`config.mk`:
```
export PLATFORM = sky130hd
export DESIGN_NAME = vga_sync_gen
export DESIGN_NICKNAME = d
export VERILOG_FILES = /design/src/rtl/vga_sync_gen.sv
export SDC_FILE = /design/constraint.sdc
export NUM_CORES = 1
export LEC_CHECK = 0
export CAP_MARGIN = 20
export CELL_PAD_IN_SITES_DETAIL_PLACEMENT = 1
export CELL_PAD_IN_SITES_GLOBAL_PLACEMENT = 1
export CORE_MARGIN = 2
export CORE_UTILIZATION = 40
export DETAILED_ROUTE_END_ITERATION = 12
export GPL_ROUTABILITY_DRIVEN = 0
export PLACE_DENSITY = 0.8
export SYNTH_ARGS = -nofsm -noshare
export SYNTH_HDL_FRONTEND = slang
export SYNTH_SLANG_ARGS = --single-unit
```
`constraint.sdc`:
```
create_clock -name clk -period 3.3 [get_ports clk]
set_input_delay 0.66 -clock clk [delete_from_list [all_inputs] [get_ports clk]]
set_output_delay 0.66 -clock clk [all_outputs]
set_load 0.1 [all_outputs]
```
`src/rtl/vga_sync_gen.sv`:
```
// vga_sync_gen -- VGA-style timing generator.
//
// Produces the pixel column (hc) and line (vc) counters plus hsync, vsync,
// display enable, a start-of-frame pulse and an 8-bit frame counter.
// Each axis is laid out as: active, front porch, sync, back porch. The
// active region starts at count 0.
//
// The sync/enable outputs are registered. They are decoded from the
// *next* counter values, so they line up with the hc/vc visible in the
// same cycle. No input reaches any output through combinational logic.
//
// Optional feature: define SYNC_PIPE_EN to delay hsync, vsync, de and
// frame_start by one extra register stage. This lines them up with a
// downstream colour lookup that has one cycle of latency. hc, vc and
// frame_cnt keep their timing.
//
// HTOTAL and VTOTAL must each be at most 2048, so the last count fits in
// the 11-bit counters.
module vga_sync_gen #(
  parameter int HACTIVE = 640,
  parameter int HFP     = 16,
  parameter int HSW     = 96,
  parameter int HBP     = 48,
  parameter int VACTIVE = 480,
  parameter int VFP     = 10,
  parameter int VSW     = 2,
  parameter int VBP     = 33,
  parameter int HPOL    = 0,
  parameter int VPOL    = 0
) (
  input  logic        clk,
  input  logic        rst,
  output logic [10:0] hc,
  output logic [10:0] vc,
  output logic        hsync,
  output logic        vsync,
  output logic        de,
  output logic        frame_start,
  output logic [7:0]  frame_cnt
);

  localparam int HTOTAL = HACTIVE + HFP + HSW + HBP;
  localparam int VTOTAL = VACTIVE + VFP + VSW + VBP;

  // Region boundaries are held one bit wider than the counters. A boundary
  // can then equal 2048 without wrapping to zero.
  localparam logic [11:0] H_ACT_END  = 12'(HACTIVE);
  localparam logic [11:0] H_SYNC_BEG = 12'(HACTIVE + HFP);
  localparam logic [11:0] H_SYNC_END = 12'(HACTIVE + HFP + HSW);
  localparam logic [10:0] H_LAST     = 11'(HTOTAL - 1);

  localparam logic [11:0] V_ACT_END  = 12'(VACTIVE);
  localparam logic [11:0] V_SYNC_BEG = 12'(VACTIVE + VFP);
  localparam logic [11:0] V_SYNC_END = 12'(VACTIVE + VFP + VSW);
  localparam logic [10:0] V_LAST     = 11'(VTOTAL - 1);

  // Asserted sync levels. The idle level is the complement.
  localparam logic H_ON = (HPOL != 0);
  localparam logic V_ON = (VPOL != 0);

  logic [10:0] r_hc;
  logic [10:0] r_vc;
  logic        r_hsync;
  logic        r_vsync;
  logic        r_de;
  logic        r_frameStart;
  logic [7:0]  r_frameCnt;

  logic        w_hWrap;
  logic        w_vWrap;
  logic [10:0] w_hcNext;
  logic [10:0] w_vcNext;
  logic [11:0] w_hcNextExt;
  logic [11:0] w_vcNextExt;
  logic        w_hsyncNext;
  logic        w_vsyncNext;
  logic        w_deNext;
  logic        w_frameStartNext;

  // Next counter values. The line counter advances only when the column wraps.
  always_comb begin
    w_hWrap  = (r_hc == H_LAST);
    w_vWrap  = w_hWrap && (r_vc == V_LAST);
    w_hcNext = w_hWrap ? 11'd0 : r_hc + 11'd1;
    w_vcNext = r_vc;
    if (w_hWrap) begin
      w_vcNext = (r_vc == V_LAST) ? 11'd0 : r_vc + 11'd1;
    end
  end

  // Decode the sync/enable levels belonging to the next (hc, vc) position.
  // A new frame begins only when both counters wrap on the same edge.
  always_comb begin
    w_hcNextExt      = {1'b0, w_hcNext};
    w_vcNextExt      = {1'b0, w_vcNext};
    w_hsyncNext      = ((w_hcNextExt >= H_SYNC_BEG) && (w_hcNextExt < H_SYNC_END)) ? H_ON : ~H_ON;
    w_vsyncNext      = ((w_vcNextExt >= V_SYNC_BEG) && (w_vcNextExt < V_SYNC_END)) ? V_ON : ~V_ON;
    w_deNext         = (w_hcNextExt < H_ACT_END) && (w_vcNextExt < V_ACT_END);
    w_frameStartNext = w_vWrap;
  end

  // Column and line counters. Reset aborts the current frame at once.
  always_ff @(posedge clk or posedge rst) begin
    if (rst) begin
      r_hc <= 11'd0;
      r_vc <= 11'd0;
    end else begin
      r_hc <= w_hcNext;
      r_vc <= w_vcNext;
    end
  end

  // Register the decoded levels, so they match the counters updated on the same edge.
  always_ff @(posedge clk or posedge rst) begin
    if (rst) begin
      r_hsync      <= ~H_ON;
      r_vsync      <= ~V_ON;
      r_de         <= 1'b0;
      r_frameStart <= 1'b0;
    end else begin
      r_hsync      <= w_hsyncNext;
      r_vsync      <= w_vsyncNext;
      r_de         <= w_deNext;
      r_frameStart <= w_frameStartNext;
    end
  end

  // Frame counter. It steps on the edge that raises the start-of-frame pulse and wraps naturally at 8 bits.
  always_ff @(posedge clk or posedge rst) begin
    if (rst) begin
      r_frameCnt <= 8'd0;
    end else if (w_frameStartNext) begin
      r_frameCnt <= r_frameCnt + 8'd1;
    end
  end

`ifdef SYNC_PIPE_EN
  logic r_hsyncPipe;
  logic r_vsyncPipe;
  logic r_dePipe;
  logic r_frameStartPipe;

  // Extra stage. It delays the sync/enable outputs by one cycle relative to hc/vc.
  always_ff @(posedge clk or posedge rst) begin
    if (rst) begin
      r_hsyncPipe      <= ~H_ON;
      r_vsyncPipe      <= ~V_ON;
      r_dePipe         <= 1'b0;
      r_frameStartPipe <= 1'b0;
    end else begin
      r_hsyncPipe      <= r_hsync;
      r_vsyncPipe      <= r_vsync;
      r_dePipe         <= r_de;
      r_frameStartPipe <= r_frameStart;
    end
  end

  assign hsync       = r_hsyncPipe;
  assign vsync       = r_vsyncPipe;
  assign de          = r_dePipe;
  assign frame_start = r_frameStartPipe;
`else
  assign hsync       = r_hsync;
  assign vsync       = r_vsync;
  assign de          = r_de;
  assign frame_start = r_frameStart;
`endif

  assign hc        = r_hc;
  assign vc        = r_vc;
  assign frame_cnt = r_frameCnt;

endmodule

```
==> results of run 1 <==
==> where the power goes <==
group	switching [mW]	total [mW]	internal, mW
clock network	0.156	0.324	0.168
registers	0	0.417	0.417
logic	0.00853	0.0104	0.00186
total	0.165	0.751	0.587
==> placed cells by master (no fill, tap or decap), types with 6 or more instances in the layout <==
master,n
sky130_fd_sc_hd__buf_4,36
sky130_fd_sc_hd__dfrtp_1,32
sky130_fd_sc_hd__xnor2_1,15
sky130_fd_sc_hd__nand2_1,11
sky130_fd_sc_hd__nand4_1,11
sky130_fd_sc_hd__nand3_1,10
sky130_fd_sc_hd__xor2_1,10
sky130_fd_sc_hd__nor2_1,9
sky130_fd_sc_hd__nor3_1,7
sky130_fd_sc_hd__inv_1,6
sky130_fd_sc_hd__clkbuf_8,6
==> per-stage QoR <==
| stage | hold WS (ns) | utilization [%] | area, µm² | power [mW] | setup slack [ns] |
|---|---|---|---|---|---|
| global route | 0.5301 | 50.69 | 2207 | 0.7742 | 0.6514 |
| floorplan | 0.8001 | - | 1803 | 0.4307 | 0.4721 |
| global placement | 0.4662 | 48.59 | 2116 | 0.4354 | 1.001 |
| finish | 0.4931 | 50.69 | 2207 | 0.7515 | 0.9143 |
| detailed placement | 0.4888 | 48.59 | 2116 | 0.4355 | 0.9324 |
| CTS | 0.5018 | 50.69 | 2207 | 0.7567 | 0.9023 |
==> registers in the layout, indices dropped and copies added, names as in the netlist <==
name         cells
hsync            1
vc              11
frame_cnt        8
vsync            1
de               1
frame_start      1
hc              11
==> metal layers <==
metal | routed length, µm | part of all wire [%] | track usage [%]
met5 | 0 | 0 | 0
met4 | 71 | 1.5 | 7.338
met3 | 173 | 3.7 | 3.134
met2 | 2376 | 51 | 32.29
met1 | 2055 | 44 | 26.04
==> kinds of logic after synthesis <==
family	Yosys count
compound gates	14
flops	34
fa+ha+maj	5
mux	1
buf+inv	12
simple gates	76
xor+xnor	25
==> critical path: cells and delay by family (launching register included) <==
family	cells	cell delay, ns
simple gates	3	0.98
flops	1	0.44
mux	1	0.38
fa+ha+maj	1	0.27
buf+inv	1	0.21
==> worst max path at each step <==
stage | to | slack (ns) | cells after the start
finish | frame_cnt[1] | 0.91 | 6
detailed placement | frame_cnt[1] | 0.93 | 4
global placement | frame_cnt[1] | 1.00 | 4
global route | de | 0.65 | 7
floorplan | frame_cnt[5] | 0.47 | 7
CTS | frame_cnt[1] | 0.90 | 6
==> final cells by class <==
cell class                      instances  area [µm²]  area share, %
Multi-Input combinational cell        121       894.6          40.53
Sequential cell                        34       853.3          38.66
Timing Repair Buffer                   37       280.3          12.70
Clock buffer                            7       86.33          3.912
Tap cell                               52       65.06          2.948
Inverter                                6       22.52          1.020
Clock inverter                          1       5.005         0.2268
==> summary.md, run 1 <==
| Metric | Value |
|---|---|
| Hold Path Class | reg -> reg |
| Initial antenna violation count | 0 |
| First-pass GRT wire length | slightly below 8000 µm |
| Number of cells on the worst reg-to-reg path | 6 |
| First-pass iteration count of the detailed router | 4 |
| Antenna diode count | 0 |
| Final Setup Violations | 0 |
| Cell taking the most area after synthesis | sky130_fd_sc_hd__dfrtp_1 |
| Leakage | 1.027 nW |
| Final Critical Period | 2.386 ns |
| Largest net degree at the start of global routing | 19 |
| Number of top-level pins | 36 |
| Clock tree from TritonCTS | done |
| Number of buffers added on ports | 35 |
| Total track usage | a little under 20% |
| Number of instances on the worst hold path | 1 |
| Critical path capture point type | flop |
| Power density of the placed cells | roughly 340 nW/µm² |
| Start point of the critical path | hc[0] |
| Final-layout setup total negative slack | 0 ns |
| Core Footprint | roughly 4400 µm² |
| Cells traversed along the worst timing path | ha_1 -> nand4_2 -> nor3_1 -> buf_4 -> and2_1 -> mux2_2 |
| CTS Sinks | 34 |
| Xor/xnor cell area share of the yosys netlist | between 10% and 20% |
| Number of failing hold endpoints at the final stage | 0 |
| Chip width | 71.14 µm |
| Final worst path period share | roughly 72% |
| Total overflow reported by the global router | 0 |
| Clk slew on worst S/H paths | roughly 0.07 ns |
| Max Clk Rate | 419.2 MHz |
| Arrival time at the worst endpoint | 2.56 ns |
| Initial Util | 41.41% |
| Mean cell area of the mapped netlist | between 10 and 15 µm² |
| Critical path start-end classification | reg -> reg |
| Maximum fanout along the worst path | 12 |
| Most instantiated flip-flop cell in the synthesis netlist | sky130_fd_sc_hd__dfrtp_1 |
| Hold worst-path end | frame_cnt[7] |
| Post-DR wirelength/cell | approximately 18 µm |
| Final std cells w/o fill | approximately 260 |
| Final setup skew | 0.004388 ns |
| Total vias in the final route | 1446 |
| Layout cell share with drive strength beyond 1 | ~26% |
| Post-synth EDFFs | 0 |
| DIE AREA | between 5000 and 6000 µm² |
| Start point of the worst hold path | frame_cnt[7] |
| Max H-tree Level | 2 |
| Fraction of synthesized area in multiplexers | 0.6246% |
| Synth cell count leaders | 32 x sky130_fd_sc_hd__dfrtp_1, 15 x sky130_fd_sc_hd__xnor2_1, 11 x sky130_fd_sc_hd__nand2_1, 11 x sky130_fd_sc_hd__nand4_1 |
| Worst IR Drop VDD | approximately 170 µV |
| Highest-delay cell along the critical path | sky130_fd_sc_hd__dfrtp_1 |
| DR DRC count | 0 |
| Post-synth top area share | 44.41% |
| Worst slew margin relative to its limit | roughly 54% |
| Register bit total from synthesis | 34 |
| Endpoint required time on the critical path | 3.48 ns |
| Number of nets at the end of the flow | approximately 210 |
| Total Wirelength | 4677 µm |
| Largest stage delay on the critical path | around 0.44 ns |
| Post-synth cell types | 42 |
| Max-cap violations | 0 |
| Avg Vias per Cell | 5.605 |
| Area contributors post-synth | sky130_fd_sc_hd__dfrtp_1 44%, sky130_fd_sc_hd__xnor2_1 7.3%, sky130_fd_sc_hd__xor2_1 4.9% |
| Sum of net half-perimeters after detailed placement | 3363 µm |
| Drt first-iter violations | 56 |
| Yosys warning total | 0 |
| Root Buffer | sky130_fd_sc_hd__clkbuf_8 |
| Number of global-route vias before repair | between 1500 and 2000 |
| Transition time at the pin with the least slew margin | about 0.70 ns |
| Adder and majority gate portion of the synthesized area | 3.470% |
| Number of CTS-inserted buffers | 5 |
| Synthesized Nets | about 170 |
| Register area share after synthesis | 47.33% |
| Complex-gate fraction of the synthesized area | around 6.1% |
| Standard-cell row count | 24 |
| Die Height | 71.14 µm |
| Number of inserted filler cells in the final layout | between 500 and 600 |
| Post-synthesis cell area | roughly 1800 µm² |
| Post CTS Setup Buffer Count | 0 |
| CTS-repair resized insts | 0 |
| Clock network latency to the later pin of the worst-skew pair | slightly below 0.3 ns |
| Area added between synthesis and finish | 22.42% |
| Placed cell count | 250 |
| Reg2Reg Capture Point | frame_cnt[1] |
| Proportion of synthesized flip-flops having asynchronous set or reset | 100.0% |
| Final slew viol count | 0 |
| Reg-to-reg slack, setup | a little over 0.9 ns |
| Largest family of logic cells by synthesized area | simple AND/OR/NAND/NOR gates |
| Cell count after synthesis | about 170 |
| Run status | finished clean |
| Synth Area in Simple Gates | a little over a quarter |
| Unrepaired setup endpoints after global routing | false |
| Final ANT Viol Nets | 0 |
| Worst-case clock buffer depth | 2 |
| CP Launch Type | flop |
| Cts-stage hold buffer count | 0 |
| RR Startpoint | hc[0] |
| Dominant cell by count in the synthesized netlist | sky130_fd_sc_hd__dfrtp_1 |
Power figures use the tool's default switching activity.
==> run 2, diff against run 1 <==
--- a/config.mk
+++ b/config.mk
@@ -9,10 +9,10 @@
 export CELL_PAD_IN_SITES_DETAIL_PLACEMENT = 1
 export CELL_PAD_IN_SITES_GLOBAL_PLACEMENT = 1
 export CORE_MARGIN = 2
-export CORE_UTILIZATION = 40
+export CORE_UTILIZATION = 36
 export DETAILED_ROUTE_END_ITERATION = 12
 export GPL_ROUTABILITY_DRIVEN = 0
-export PLACE_DENSITY = 0.8
+export PLACE_DENSITY = 0.77
 export SYNTH_ARGS = -nofsm -noshare
 export SYNTH_HDL_FRONTEND = slang
 export SYNTH_SLANG_ARGS = --single-unit
==> constraint.sdc (replaced) <==
create_clock -name clk -period 2.1 [get_ports clk]
set_input_delay 0.42 -clock clk [delete_from_list [all_inputs] [get_ports clk]]
set_output_delay 0.42 -clock clk [all_outputs]
set_load 0.1 [all_outputs]
==> summary.md, run 2 (synthesis results as in run 1) <==
| Metric | Value |
|---|---|
| Number of top-level pins | 36 (unchanged) |
| Violated checks | negative setup slack |
| Number of CTS-inserted buffers | 5 (unchanged) |
| Final Critical Period | 2.167 ns (was 2.386 ns) |
| Setup Slack @ Placement | -0.07039 ns (was 0.9324 ns) |
| Root Buffer | sky130_fd_sc_hd__clkbuf_8 (unchanged) |
| First-pass iteration count of the detailed router | 4 (unchanged) |
| Leakage | 1.167 nW (was 1.027 nW) |
| Unrepaired setup endpoints after global routing | true (was false) |
| Max Clk Rate | 461.4 MHz (was 419.2 MHz) |
| Worst slew margin relative to its limit | 67.16% (was 53.58%) |
| Die Height | 74.77 µm (was 71.14 µm) |
| Final slew viol count | 0 (unchanged) |
| Sum of net half-perimeters after detailed placement | 4098 µm (was 3363 µm) |
| CP Launch Type | flop (unchanged) |
| Endpoint required time on the critical path | 2.29 ns (was 3.48 ns) |
| Final setup skew | 0.01506 ns (was 0.004388 ns) |
| Worst-case clock buffer depth | 2 (unchanged) |
| Final Setup Violations | 4 (was 0) |
| Antenna diode count | 0 (unchanged) |
| DR DRC count | 0 (unchanged) |
| Critical path start-end classification | reg -> reg (unchanged) |
| Worst IR Drop VDD | 325.7 µV (was 166.3 µV) |
| Avg Vias per Cell | 5.397 (was 5.605) |
| Total overflow reported by the global router | 0 (unchanged) |
| Hold Path Class | reg -> reg (unchanged) |
| Commonest cells after routing, fill and taps aside | 53 x sky130_fd_sc_hd__buf_4, 14 x sky130_fd_sc_hd__xnor2_1, 13 x sky130_fd_sc_hd__dfrtp_1 (was 36 x sky130_fd_sc_hd__buf_4, 32 x sky130_fd_sc_hd__dfrtp_1, 15 x sky130_fd_sc_hd__xnor2_1) |
| CTS Sinks | 34 (unchanged) |
| Max-cap violations | 0 (unchanged) |
| Area added between synthesis and finish | 39.76% (was 22.42%) |
| Max H-tree Level | 2 (unchanged) |
| First-pass GRT wire length | 9025 µm (was 7700 µm) |
| Chip width | 74.77 µm (was 71.14 µm) |
| Clk slew on worst S/H paths | 0.08 ns (was 0.07 ns) |
| DIE AREA | 5591 µm² (was 5060 µm²) |
| Placed cell count | 284 (was 250) |
| Number of nets at the end of the flow | 234 (was 212) |
| Arrival time at the worst endpoint | 2.36 ns (was 2.56 ns) |
| Final std cells w/o fill | 295 (was 258) |
| Transition time at the pin with the least slew margin | 0.4897 ns (was 0.6956 ns) |
| Run status | complete, but fails checks (was finished clean) |
| Largest net degree at the start of global routing | 35 (was 19) |
| Drt first-iter violations | 71 (was 56) |
| Final worst-path setup slack | -0.06743 ns (was 0.9143 ns) |
| Clock network latency to the later pin of the worst-skew pair | 0.30 ns (was 0.29 ns) |
| Standard-cell row count | 25 (was 24) |
| Clock tree from TritonCTS | done (unchanged) |
| Total track usage | 22.28% (was 19.59%) |
| Power density of the placed cells | 455.2 nW/µm² (was 340.5 nW/µm²) |
| Number of global-route vias before repair | 1653 (was 1521) |
| Reg-to-reg slack, setup | -0.07 ns (was 0.91 ns) |
| Core Footprint | 4786 µm² (was 4354 µm²) |
| Final ANT Viol Nets | 0 (unchanged) |
| Layout cell share with drive strength beyond 1 | 44.30% (was 25.73%) |
| Number of buffers added on ports | 35 (unchanged) |
| Maximum fanout along the worst path | 3 (was 12) |
| Critical path capture point type | flop (unchanged) |
| Final worst path period share | 103.2% (was 72.29%) |
| Initial Util | 37.67% (was 41.41%) |
| Total Wirelength | 5671 µm (was 4677 µm) |
| Most common library cell in the layout ignoring fill and taps | sky130_fd_sc_hd__buf_4 (unchanged) |
| Initial antenna violation count | 0 (unchanged) |
| Total vias in the final route | 1592 (was 1446) |
| Number of failing hold endpoints at the final stage | 0 (unchanged) |
| Post-DR wirelength/cell | 19.22 µm (was 18.13 µm) |
run 2: cell count changes in the layout (fill, tap and decap cells not counted), moves of 2 or more:
| cell | previous run | this run |
|---|---|---|
| sky130_fd_sc_hd__dfrtp_2 | 0 | 11 |
| sky130_fd_sc_hd__dfrtp_1 | 32 | 13 |
| sky130_fd_sc_hd__buf_4 | 36 | 53 |
| sky130_fd_sc_hd__nand2_1 | 11 | 9 |
| sky130_fd_sc_hd__dfrtp_4 | 0 | 8 |
| sky130_fd_sc_hd__buf_6 | 0 | 2 |
| sky130_fd_sc_hd__buf_12 | 0 | 3 |
| sky130_fd_sc_hd__clkbuf_1 | 1 | 3 |
| sky130_fd_sc_hd__nand2_2 | 0 | 2 |
run 2: stage by stage:
step	util, %	instance area [µm²]	power, mW	hold WS (ns)	TNS, ns
2_1_floorplan	-	1874	0.6770	0.5595	-1.608
3_3_place_gp	49.62	2375	0.6838	0.4616	0
3_5_place_dp	49.62	2375	0.6847	0.4846	-0.2255
4_1_cts	51.87	2482	1.148	0.4936	-0.4190
5_1_grt	52.65	2520	1.181	0.5296	-0.6839
6_report	52.65	2520	1.147	0.4906	-0.1707
run 2: worst paths after layout:
kind	endpoint	depth (start not counted)	startpoint
worst max-delay path	de	6	hc[7]
worst min-delay path	frame_cnt[7]	1	frame_cnt[7]
worst max register to register	de	6	hc[7]
worst min register to register	frame_cnt[7]	1	frame_cnt[7]
max in group asynchronous	vc[6]	3	rst
min in group asynchronous	hc[8]	3	rst
run 2: final cells by class:
class,instances,area (µm²)
fillers,535,2266
multi-input cells,121,945.9
flip-flops and latches,34,897.1
repair buffers,59,490.5
well taps,67,83.83
clock buffers,8,80.08
inverters,6,22.52
run 2: where the power goes:
group	switching [mW]	internal, mW	leakage, nW	total [mW]
Sequential	0	0.654	0.420	0.654
Combinational	0.0131	0.00299	0.707	0.0160
Clock	0.241	0.236	0.0395	0.477
Total	0.254	0.893	1.17	1.15
run 2: what timing repair did:
| item | CTS | global route |
|---|---|---|
| endpoints found under the setup margin | 7 | 11 |
| setup buffers | 1 | 2 |
| gates resized for setup | 5 | 5 |
| hold buffers | 0 | 0 |
| pin swaps | 3 | 3 |
run 2: critical path: stages, from the launching register on:
cell,delay [ns]
sky130_fd_sc_hd__dfrtp_4,0.48
sky130_fd_sc_hd__or4b_4,0.59
sky130_fd_sc_hd__nor4_4,0.28
sky130_fd_sc_hd__xnor2_1,0.18
sky130_fd_sc_hd__o31ai_1,0.10
sky130_fd_sc_hd__buf_4,0.15
sky130_fd_sc_hd__nor4_1,0.28
run 2: metal layers:
layer	GRT usage [%]	vias to the layer above	share of wire, %
met4	7.937	0	2.3
met1	28.28	821	42
met3	4.418	12	3.5
li1	-	722	-
met2	37.95	37	52
met5	0	-	0
==> run 3, diff against run 2 <==
--- a/config.mk
+++ b/config.mk
@@ -10,6 +10,7 @@
 export CELL_PAD_IN_SITES_GLOBAL_PLACEMENT = 1
 export CORE_MARGIN = 2
 export CORE_UTILIZATION = 36
+export CTS_CLUSTER_DIAMETER = 200
 export DETAILED_ROUTE_END_ITERATION = 12
 export GPL_ROUTABILITY_DRIVEN = 0
 export PLACE_DENSITY = 0.77
==> results of run 3 <==
Final layout, timing and power as in run 2 (identical DEF).
